[config.mk]
export PLATFORM = sky130hd
export DESIGN_NAME = fp_writeback_arbiter
export DESIGN_NICKNAME = d
export VERILOG_FILES = /design/src/rtl/fp_writeback_arbiter.sv
export SDC_FILE = /design/constraint.sdc
export NUM_CORES = 1
export LEC_CHECK = 0
export BUFFER_PORTS_ARGS = -buffer_cell sky130_fd_sc_hd__buf_4
export CORE_MARGIN = 2
export CORE_UTILIZATION = 28
export DETAILED_ROUTE_END_ITERATION = 8
export HOLD_SLACK_MARGIN = 0.15
export PLACE_DENSITY = 0.46
export REMOVE_ABC_BUFFERS = 1
export SLEW_MARGIN = 20
export SYNTH_ARGS = -nofsm -noshare
export SYNTH_HDL_FRONTEND = slang
export SYNTH_SLANG_ARGS = --single-unit
[constraint.sdc]
create_clock -name CLK -period 2.94 [get_ports CLK]
set_input_delay 0.441 -clock CLK [delete_from_list [all_inputs] [get_ports CLK]]
set_output_delay 0.441 -clock CLK [all_outputs]
set_load 0.01 [all_outputs]
[src/rtl/fp_writeback_arbiter.sv]
// fp_writeback_arbiter: owns the FP register-file write port, arbitrating buffered FPU results against FLW loads, and holds fcsr.
//   CLK/nRST             : clock, asynchronous active-low reset
//   fpu_valid/fpu_ready  : FPU result handshake {fpu_rd, fpu_data, fpu_flags} into the result FIFO
//   ld_valid/ld_ready    : unbuffered load writeback handshake {ld_rd, ld_data}
//   f_wen/f_rd/f_w_data  : registered register-file write port
//   csr_wen/csr_wdata    : fcsr write {frm, fflags}
//   frm/fflags           : rounding mode and sticky exception flags
//   fifo_count           : FIFO occupancy
module fp_writeback_arbiter #(
  parameter int FIFO_DEPTH   = 2,
  parameter int STARVE_LIMIT = 4
) (
  input  logic                          CLK,
  input  logic                          nRST,
  input  logic                          fpu_valid,
  output logic                          fpu_ready,
  input  logic [4:0]                    fpu_rd,
  input  logic [31:0]                   fpu_data,
  input  logic [4:0]                    fpu_flags,
  input  logic                          ld_valid,
  output logic                          ld_ready,
  input  logic [4:0]                    ld_rd,
  input  logic [31:0]                   ld_data,
  output logic                          f_wen,
  output logic [4:0]                    f_rd,
  output logic [31:0]                   f_w_data,
  input  logic                          csr_wen,
  input  logic [7:0]                    csr_wdata,
  output logic [2:0]                    frm,
  output logic [4:0]                    fflags,
  output logic [$clog2(FIFO_DEPTH):0]   fifo_count
);
  localparam int AW = $clog2(FIFO_DEPTH);
  localparam int CW = AW + 1;
  localparam int SW = $clog2(STARVE_LIMIT + 1);
  localparam logic [CW-1:0] FULL  = FIFO_DEPTH[CW-1:0];
  localparam logic [SW-1:0] LIMIT = STARVE_LIMIT[SW-1:0];
  logic [4:0]    mem_rd    [FIFO_DEPTH];
  logic [31:0]   mem_data  [FIFO_DEPTH];
  logic [4:0]    mem_flags [FIFO_DEPTH];
  logic [AW-1:0] wr_ptr, rd_ptr;
  logic [SW-1:0] starve_cnt;
  logic          nonempty, force_fpu, enq, deq;
  assign nonempty  = fifo_count != '0;
  assign fpu_ready = fifo_count < FULL;
  assign force_fpu = (starve_cnt == LIMIT) && nonempty;
  assign ld_ready  = ld_valid && !force_fpu;
  assign enq       = fpu_valid && fpu_ready;
  // the head only issues when no load is granted, so a forced cycle always drains it
  assign deq       = !ld_ready && nonempty;
  always_ff @(posedge CLK)
    if (enq) begin
      mem_rd[wr_ptr]    <= fpu_rd;
      mem_data[wr_ptr]  <= fpu_data;
      mem_flags[wr_ptr] <= fpu_flags;
    end
  always_ff @(posedge CLK or negedge nRST)
    if (!nRST) begin
      wr_ptr     <= '0;
      rd_ptr     <= '0;
      fifo_count <= '0;
      starve_cnt <= '0;
      f_wen      <= 1'b0;
      f_rd       <= '0;
      f_w_data   <= '0;
      frm        <= '0;
      fflags     <= '0;
    end else begin
      wr_ptr     <= enq ? wr_ptr + 1'b1 : wr_ptr;
      rd_ptr     <= deq ? rd_ptr + 1'b1 : rd_ptr;
      fifo_count <= fifo_count + CW'(enq) - CW'(deq);
      starve_cnt <= (!nonempty || deq) ? '0
                  : (ld_ready && starve_cnt != LIMIT) ? starve_cnt + 1'b1 : starve_cnt;
      f_wen      <= ld_ready || deq;
      f_rd       <= ld_ready ? ld_rd : deq ? mem_rd[rd_ptr] : f_rd;
      f_w_data   <= ld_ready ? ld_data : deq ? mem_data[rd_ptr] : f_w_data;
      frm        <= csr_wen ? csr_wdata[7:5] : frm;
      // a CSR write overrides the flags of a head issuing in the same cycle
      fflags     <= csr_wen ? csr_wdata[4:0] : deq ? fflags | mem_flags[rd_ptr] : fflags;
    end
endmodule

==> metrics.txt, run 1 <==
CTS Root Cell=clkbuf_16; period utilization=75.7%; row count=50; final instance area=0.00722 mm^2; critical-path maximum fanout=18; Crit. End Element=primary output; Post-CTS Setup Inserts=0; largest net degree at the start of global routing=54; Crit Path Class=reg -> out; first-pass GRT wire length=19.4 mm; async set or reset register ratio after synthesis=38.7%; sequential-to-total area share from yosys stat=73.2%; post-detail-place hpwl=8.15 mm; adder-cell share of the synthesized area=0.952%; H-tree levels=4; Max-cap violations=0; final core occ=38.9%; Crit path arrival time=1.79 ns; Worst-path clk slew=0.06 ns; CTS tree=done; unrepaired setup endpoints after global routing=no; Setup violations, final=0; slew margin rel.=50.8%; post-cts sizing count=0; Clk Latency, worst-skew pair=0.41 ns; Hold Path Origin=fpu_data[30]; # port buffers=141; EDFF count, synth=84; vias per cell=4.64; Cell Pwr Density=945 mW/mm^2; Die Y=141 um; Synth top cells by count=84 x edfxtp_1, 53 x dfrtp_1, 47 x mux2i_1, 37 x a32oi_1, 20 x o21ai_0; GR Overflow Total=0; nets=561; reg-to-reg startpoint=fifo_count[1]; Lkg Pwr=2.95 nW; outcome=complete, no violations; Yosys cell types=23; drt drc=0; Slew Viols, Final=0; dominant cell type by area after synthesis=edfxtp_1; detailed router's first-iteration violation count=156; CTS sink count=137; routed length per instance=17.5 um; total wire length=12.5 mm; Core Box Area=0.0186 mm^2; vias in the first global route=3,469; setup TNS=0 ns; simple-gate portion of the synthesized area=0.905%; Netlist Area Pre-Place=0.00526 mm^2; Ys Warns=0; area share of the leading cell type in the synthesized netlist=48.0%; Mapped Cells=317; Synth Area in XOR/XNOR=0.833%; I/O pin count=142; n_diodes=0; maximum vdd ir drop=0.383 mV; Min Clock Period, post-route=2.23 ns; register bit count reported by yosys=137; hold-fix buffers at CTS=1; die width=141 um; initial cell density of the core=28.3%; gpl congestion=0.701; crit path launch type=flop; combinational family with the most area after synthesis=compound AO/OA/AOI/OAI gates; area post-placement=0.00655 mm^2; prevailing post-synth register cell=edfxtp_1; final hold violations=0; Worst Setup SP=starve_cnt[0]; count leader, synth=edfxtp_1; total power=6.82 mW; Bufs on Longest Clock Path=2; CP required=2.50 ns; initial antenna violation count=0; mux share of post-synthesis cell area=9.60%; fraction of layout cells with a size suffix above 1=39.7%; area added between synthesis and finish=37.4%; mean post-synth cell area=16.6 um^2; Area contributors post-synth=edfxtp_1 48%, dfrtp_1 25%, mux2i_1 9.0%; HP Class=in -> reg; compound-cell area share of the yosys netlist=11.0%; maximum clock frequency=0.449 GHz; CTS Buf Count=17; post-route ant nets=0; Final Skew=0.00715 ns; GR Util All Layers=13.0%; Worst-Margin Slew=0.738 ns; via count=3,306; first drt pass iteration count=4; die area=0.0199 mm^2
flip-flops by register name, summed over array words and instances, names as in the netlist:
name,cells
mem_rd,10
wr_ptr,1
f_w_data,32
f_wen,1
rd_ptr,1
f_rd,5
frm,3
mem_data,64
fifo_count,2
fflags,5
mem_flags,10
starve_cnt,3
cells by family after synthesis:
group / Yosys count
multiplexers: 50
buffers and inverters: 30
XOR/XNOR: 5
AND/OR/NAND/NOR: 10
adder cells (fa/ha/maj): 4
flip-flops: 137
AO/OA/AOI/OAI: 81
layout make-up:
| type | instances | area (um^2) |
|---|---|---|
| Clock buffer | 19 | 433 |
| Sequential cell | 137 | 3850 |
| Clock inverter | 13 | 225 |
| Fill cell | 1762 | 11400 |
| Multi-Input combinational cell | 150 | 1240 |
| Inverter | 7 | 26.3 |
| Tap cell | 234 | 293 |
| Timing Repair Buffer | 152 | 1160 |
worst max-delay path, cell delays in order, from the launching register on:
cell,delay [ns]
dfrtp_1,0.37
inv_1,0.05
ha_1,0.20
o211ai_1,0.12
buf_4,0.29
nand2_1,0.14
inv_1,0.08
buf_4,0.11
path summary, 6_finish.rpt:
path | to | slack [ns] | depth (start not counted)
min in group asynchronous | fflags[1] | 0.64 | 2
setup reg to reg | fifo_count[1] | 1.17 | 8
max in group asynchronous | rd_ptr | 1.77 | 2
hold / removal | mem_data[1][30] | 0.21 | 1
hold reg to reg | starve_cnt[0] | 0.48 | 1
setup / recovery | ld_ready | 0.71 | 7
per-layer routing:
layer,global-route usage [%],vias to the layer above,part of all wire [%]
li1,-,1543,-
met1,16.6,1649,44
met2,21.0,102,49
met3,4.01,12,5.3
met4,4.74,0,1.2
met5,0,-,0
cells in the final DEF (no fill, tap or decap), drive strengths merged, types with 2 or more instances in the layout:
cell type  netlist  layout
buf             18     151
bufinv           0       6
dfrtp           53      53
ha               4       4
a32oi           37      37
inv              7       7
mux2             3       3
edfxtp          84      84
clkinv           0       6
o21ai           37      37
clkbuf           5      19
mux2i           47      47
o31ai            5       5
nand2            3       3
nor2             2       2
nor3             3       3
xnor2            5       5
metrics by stage:
stage / hold slack (ns) / std cells / setup slack (ns)
finish: 0.210 / 712 / 0.713
global route: 0.183 / 712 / 0.514
CTS: 0.187 / 712 / 0.674
detailed placement: 0.470 / 679 / 1.15
global placement: 0.459 / 679 / 1.17
floorplan: 0.145 / 294 / 0.0133
report_power, final:
part,internal (mW),total [mW],switching (mW)
logic,0.772,1.63,0.858
registers,2.55,2.81,0.259
clock network,1.59,2.38,0.798
total,4.91,6.82,1.92
Note: power is estimated with default switching activity, not from simulation.
==> run 2, diff against run 1 <==
==> constraint.sdc (replaced) <==
create_clock -name CLK -period 1.9 [get_ports CLK]
set_input_delay 0.285 -clock CLK [delete_from_list [all_inputs] [get_ports CLK]]
set_output_delay 0.285 -clock CLK [all_outputs]
set_load 0.01 [all_outputs]
==> run 2 against run 1 <==
  * Final cell count up 13%
  * Non-clock buffer count rose by 92
  * Register-to-register slack worse by 1.1 ns
  * Critical path type is now reg -> reg
  * Critical path depth is 3 higher
  * Sequential cell count did not move
  * Highest routed layer unchanged
  * Utilization is 4.4 points higher
  * Largest power group unchanged
==> metrics.txt, run 2 (synthesis gave the netlist of run 1 again) <==
I/O pin count=142 (unchanged); Clock power frac=29.9% (was 34.9%); Bufs on Longest Clock Path=2 (unchanged); maximum vdd ir drop=0.696 mV (was 0.383 mV); Switch Pwr=3.01 mW (was 1.92 mW); period utilization=94.9%; logic gate share of total power=28.1% (was 23.9%); Die Y=141 um (unchanged); commonest non-fill, non-tap cell in the layout=buf_4 (unchanged); die width=141 um (unchanged); row count=50 (unchanged); worst hold slack=0.223 ns (was 0.210 ns); Crit. End Element=flop (was primary output); CTS tree=done (unchanged); max reg flops=64 (unchanged); total wire length=13.0 mm (was 12.5 mm); Final Skew=0.00668 ns (was 0.00715 ns); Clk Latency, worst-skew pair=0.41 ns (about the same); Seq pwr share=42.0% (was 41.2%); area post-placement=0.00657 mm^2 (was 0.00655 mm^2); GR Overflow Total=0 (unchanged); CTS Root Cell=clkbuf_16 (unchanged); setup TNS=0 ns (unchanged); Top Registers=mem_data (64), f_w_data (32) (unchanged); gpl congestion=0.705 (was 0.701); final hold violations=0 (unchanged); post-route ant nets=0 (unchanged); CP required=2.23 ns (was 2.50 ns); most frequent cells in the layout=155 x buf_4, 88 x dlygate4sd3_1, 84 x edfxtp_1 (was 150 x buf_4, 84 x edfxtp_1, 52 x dfrtp_1); detailed router's first-iteration violation count=158 (was 156); internal power=7.14 mW (was 4.91 mW); Worst-Margin Slew=0.760 ns (was 0.738 ns); maximum clock frequency=0.554 GHz; drt drc=0 (unchanged); CTS Buf Count=17 (unchanged); H-tree levels=4 (unchanged); post-detail-place hpwl=8.12 mm (was 8.15 mm); Crit path arrival time=2.14 ns (was 1.79 ns); Sw Share=29.7% (was 28.1%); Min Clock Period, post-route=1.80 ns; Slew Viols, Final=0 (unchanged); # port buffers=141 (unchanged); Max-cap violations=0 (unchanged); Cell Pwr Density=1260 mW/mm^2 (was 945 mW/mm^2); area added between synthesis and finish=53.0% (was 37.4%); outcome=complete, no violations (unchanged); first-pass GRT wire length=20.4 mm (was 19.4 mm); slew margin rel.=49.3% (was 50.8%); initial cell density of the core=28.3% (unchanged); Crit Path Class=reg -> reg (was reg -> out); Worst-path clk slew=0.06 ns (about the same); via count=3,621 (was 3,306); CTS sink count=137 (unchanged); fraction of layout cells with a size suffix above 1=34.4% (was 39.7%); initial antenna violation count=0 (unchanged); crit path launch type=flop (unchanged); vias per cell=4.50 (was 4.64); nets=653 (was 561); critical-path maximum fanout=3 (was 18); Reg with most FFs=mem_data (unchanged); GR Util All Layers=13.5% (was 13.0%); Setup violations, final=0 (unchanged); Lkg Pwr=3.27 nW (was 2.95 nW); Core Box Area=0.0186 mm^2 (unchanged); largest net degree at the start of global routing=54 (unchanged); n_diodes=0 (unchanged); vias in the first global route=3,864 (was 3,469); routed length per instance=16.2 um (was 17.5 um); die area=0.0199 mm^2 (unchanged); first drt pass iteration count=4 (unchanged); HP Class=in -> reg (unchanged); final instance area=0.00804 mm^2 (was 0.00722 mm^2)
==> run 2: cell count changes in the layout (fill, tap and decap cells not counted), moves of 2 or more <==
cell,previous run,this run
buf_4,150,155
bufinv_16,6,1
clkinv_1,0,2
clkinv_2,4,1
clkinvlp_4,1,7
dlygate4sd3_1,1,88
ha_1,4,2
==> run 2: metrics by stage <==
step | total power [mW] | instances | setup slack, ns | util [%]
2_1_floorplan | 5.68 | 294 | -1.03 | -
3_3_place_gp | 6.96 | 682 | 0.205 | 35.4
3_5_place_dp | 7.02 | 682 | 0.0945 | 35.4
4_1_cts | 10.3 | 803 | 0.0463 | 43.1
5_1_grt | 10.7 | 804 | -0.0426 | 43.3
6_report | 10.2 | 804 | 0.0960 | 43.3
==> run 2: repair_timing <==
item                                   in CTS  in global routing
endpoints found under the hold margin     182                  0
resized for setup                           0                  4
buffers inserted                            1                  1
setup endpoints to repair                   1                  2
hold buffers                               88                  0
pin swaps                                   1                  1
==> run 2: final timing paths <==
| check | start | to | slack, ns | depth (start not counted) |
|---|---|---|---|---|
| min | csr_wen | fflags[3] | 0.22 | 2 |
| min reg2reg | starve_cnt[0] | starve_cnt[0] | 0.49 | 1 |
| min in group asynchronous | nRST | f_w_data[0] | 0.50 | 2 |
| max reg2reg | starve_cnt[0] | fifo_count[1] | 0.1 | 10 |
| max in group asynchronous | nRST | rd_ptr | 0.87 | 2 |
| max | starve_cnt[0] | fifo_count[1] | 0.1 | 10 |
==> run 2: layout make-up <==
type	count	area (um^2)
fillers	1701	10500
flip-flops and latches	137	3850
repair buffers	244	2060
multi-input cells	150	1260
clock buffers	20	447
well taps	234	293
clock inverters	12	104
inverters	7	26.3
==> run 2: worst max-delay path, stage by stage, from the launching register on <==
cell and delay [ns]:
dfrtp_1 0.40, inv_1 0.07, ha_2 0.18, nand2_1 0.06, a21o_2 0.23, inv_1 0.07
ha_1 0.22, inv_1 0.10, ha_4 0.15, xnor2_2 0.12, xnor2_1 0.13
==> run 2: metal layers <==
metal | track usage [%] | wire (um) | share of wire [%] | vias to the layer above
li1 | - | - | - | 1728
met1 | 16.8 | 5770 | 44 | 1767
met2 | 22.4 | 6470 | 50 | 116
met3 | 4.14 | 672 | 5.2 | 10
met4 | 4.74 | 127 | 0.97 | 0
met5 | 0 | 0 | 0 | -
==> run 2: power groups by stage <==
stage | combinational (mW) | sequential [mW] | clock (mW)
2_1_floorplan | 1.07 | 4.61 | 0
3_3_place_gp | 2.67 | 4.29 | 0
3_5_place_dp | 2.71 | 4.31 | 0
4_1_cts | 2.86 | 4.26 | 3.15
5_1_grt | 3.14 | 4.34 | 3.27
6_report | 2.86 | 4.26 | 3.04
==> run 3, diff against run 2 <==
--- a/config.mk
+++ b/config.mk
@@ -10,7 +10,7 @@
 export CORE_UTILIZATION = 28
 export DETAILED_ROUTE_END_ITERATION = 8
 export HOLD_SLACK_MARGIN = 0.15
-export PLACE_DENSITY = 0.46
+export PLACE_DENSITY = 0.52
 export REMOVE_ABC_BUFFERS = 1
 export SLEW_MARGIN = 20
 export SYNTH_ARGS = -nofsm -noshare
==> run 3 against run 2 <==
  * Fmax is 0.72% higher
  * Sequential power about the same
  * Highest routed layer unchanged
  * Die area stayed put
  * Clock skew up 0.0058 ns
  * Clock power rose by 25%
  * First-iteration DRC count is 9.5% lower
  * Critical endpoint is now ld_ready
  * Final cell count is the same
  * Count of clock-buffer cells in the layout is 1 lower
  * Non-clock buffer count is the same
  * Critical path type is now reg -> out
  * Largest cell class unchanged
  * Global-route usage fell by 0.19 points
  * Combinational power fell by 4%
  * Critical path depth shrank 4
==> metrics.txt, run 3 (synthesis gave the netlist of run 1 again) <==
critical-path maximum fanout=3 (unchanged); CP required=1.62 ns (was 2.23 ns); CP max-delay cell=dfrtp_1 (unchanged); first-pass GRT wire length=20.3 mm (was 20.4 mm); nets=653 (unchanged); max reg flops=64 (unchanged); die width=141 um (unchanged); initial cell density of the core=28.3% (unchanged); CTS Buf Count=17 (unchanged); commonest non-fill, non-tap cell in the layout=buf_4 (unchanged); Core Box Area=0.0186 mm^2 (unchanged); Worst Path Buf+Inv=3 (unchanged); CTS sink count=137 (unchanged); crit path launch type=flop (unchanged); Setup violations, final=0 (unchanged); die area=0.0199 mm^2 (unchanged); drt drc=0 (unchanged); Crit path arrival time=1.51 ns (was 2.14 ns); post-cts sizing count=0 (unchanged); first drt pass iteration count=4 (unchanged); gpl congestion=0.726 (was 0.705); Bufs on Longest Clock Path=2 (unchanged); slew margin rel.=67.4% (was 49.3%); maximum clock frequency=0.558 GHz (was 0.554 GHz); r2r worst-path depth=8 (was 10); Lkg Pwr=3.36 nW (was 3.27 nW); detailed router's first-iteration violation count=143 (was 158); Crit Path Class=reg -> out (was reg -> reg); area added between synthesis and finish=55.5% (was 53.0%); vias in the first global route=3,923 (was 3,864); final hold violations=0 (unchanged); # port buffers=141 (unchanged); largest net degree at the start of global routing=44 (was 54); FILL cells=1,668 (was 1,701); post-route ant nets=0 (unchanged); n_diodes=0 (unchanged); Max-cap violations=0 (unchanged); outcome=complete, no violations (unchanged); via count=3,669 (was 3,621); reg-to-reg startpoint=fifo_count[1] (was starve_cnt[0]); CTS Root Cell=clkbuf_16 (unchanged); Min Clock Period, post-route=1.79 ns (was 1.80 ns); initial antenna violation count=0 (unchanged); Cell Pwr Density=1320 mW/mm^2 (was 1260 mW/mm^2); period utilization=94.3% (was 94.9%); reg2reg setup slack=0.16 ns (was 0.1 ns); CP Cell Sequence=inv_1 -> ha_1 -> o211ai_1 -> nand2_1 -> inv_1 -> buf_4 (was inv_1 -> ha_2 -> nand2_1 -> a21o_2 -> inv_1 -> ha_1 -> inv_1 -> ha_4 -> xnor2_2 -> xnor2_1); fraction of layout cells with a size suffix above 1=34.6% (was 34.4%); Die Y=141 um (unchanged); Final Skew=0.0125 ns (was 0.00668 ns); routed length per instance=16.1 um (was 16.2 um); maximum vdd ir drop=0.621 mV (was 0.696 mV); Slew Viols, Final=0 (unchanged); Crit path max-delay family=flip-flops (was adder cells); total wire length=12.9 mm (was 13.0 mm); Crit. End Element=primary output (was flop); I/O pin count=142 (unchanged); most frequent cells in the layout=154 x buf_4, 88 x dlygate4sd3_1, 84 x edfxtp_1 (was 155 x buf_4, 88 x dlygate4sd3_1, 84 x edfxtp_1); CP peak stage delay=0.37 ns (was 0.40 ns); Hold EP=fflags[3] (unchanged); Most common cell on crit path=inv_1 (unchanged); GR Util All Layers=13.3% (was 13.5%); Non-Filler Instances=804 (unchanged); setup TNS=0 ns (unchanged); Top Registers=mem_data (64), f_w_data (32) (unchanged); CTS tree=done (unchanged); H-tree levels=4 (unchanged); row count=50 (unchanged); hold depth=2 (unchanged); GR Overflow Total=0 (unchanged); DP Cell Count=683 (was 682); reg-to-reg endpoint=fifo_count[1] (unchanged); Hold Path Origin=csr_wen (unchanged); vias per cell=4.56 (was 4.50); HP Class=in -> reg (unchanged); worst hold slack=0.220 ns (was 0.223 ns); Worst-Margin Slew=0.489 ns (was 0.760 ns); Clk Latency, worst-skew pair=0.42 ns (was 0.41 ns); Worst-path clk slew=0.06 ns (about the same); post-detail-place hpwl=8.58 mm (was 8.12 mm); Reg with most FFs=mem_data (unchanged)
## run 3: worst max-delay path by stage
stage	endpoint	depth (start not counted)	startpoint
after floorplan	mem_data[0][0]	3	fifo_count[1]
after global placement	fifo_count[1]	8	fifo_count[1]
after detailed placement	fifo_count[1]	8	fifo_count[1]
after CTS	ld_ready	6	starve_cnt[0]
after global routing	ld_ready	6	starve_cnt[0]
final	ld_ready	6	starve_cnt[0]
## run 3: worst register-to-register path: cells and delay by family (launching register included)
| kind | cells | cell delay (ns) |
|---|---|---|
| buf+inv | 2 | 0.08 |
| xor+xnor | 2 | 0.32 |
| compound gates | 1 | 0.14 |
| flops | 1 | 0.45 |
| fa+ha+maj | 2 | 0.43 |
| simple gates | 1 | 0.24 |
## run 3: layout make-up
| cell class | count | area, um^2 | share of cell area [%] |
|---|---|---|---|
| clock buffers | 19 | 453 | 5.54 |
| clock inverters | 13 | 236 | 2.89 |
| inverters | 7 | 26.3 | 0.322 |
| multi-input cells | 150 | 1240 | 15.1 |
| flip-flops and latches | 137 | 3850 | 47.1 |
| well taps | 234 | 293 | 3.58 |
| repair buffers | 244 | 2080 | 25.4 |
## run 3: per-layer routing
layer	part of all wire (%)	up-vias	GRT usage, %
met2	52	105	23.5
met1	43	1823	15.8
met5	0	-	0
li1	-	1733	-
met4	0.88	0	4.05
met3	4.4	8	3.87
## run 3: repair_timing
| item | CTS | global route |
|---|---|---|
| hold buffers | 88 | 0 |
| buffers inserted | 0 | 1 |
| setup endpoints to repair | 0 | 1 |
| endpoints found under the hold margin | 159 | 0 |
## run 3: power breakdown
part,internal (mW),switching (mW)
Sequential,3.94,0.327
Combinational,1.33,1.42
Clock,2.55,1.26
Total,7.82,3.00
## run 3: metrics by stage
| stage | total power, mW | worst slack [ns] | area (um^2) | utilization [%] |
|---|---|---|---|---|
| 2_1_floorplan | 5.68 | -1.03 | 5100 | - |
| 3_3_place_gp | 6.92 | 0.235 | 6590 | 35.5 |
| 3_5_place_dp | 6.99 | 0.162 | 6590 | 35.5 |
| 4_1_cts | 11.0 | 0.0404 | 8160 | 43.9 |
| 5_1_grt | 11.4 | -0.000728 | 8170 | 44.0 |
| 6_report | 10.8 | 0.109 | 8170 | 44.0 |
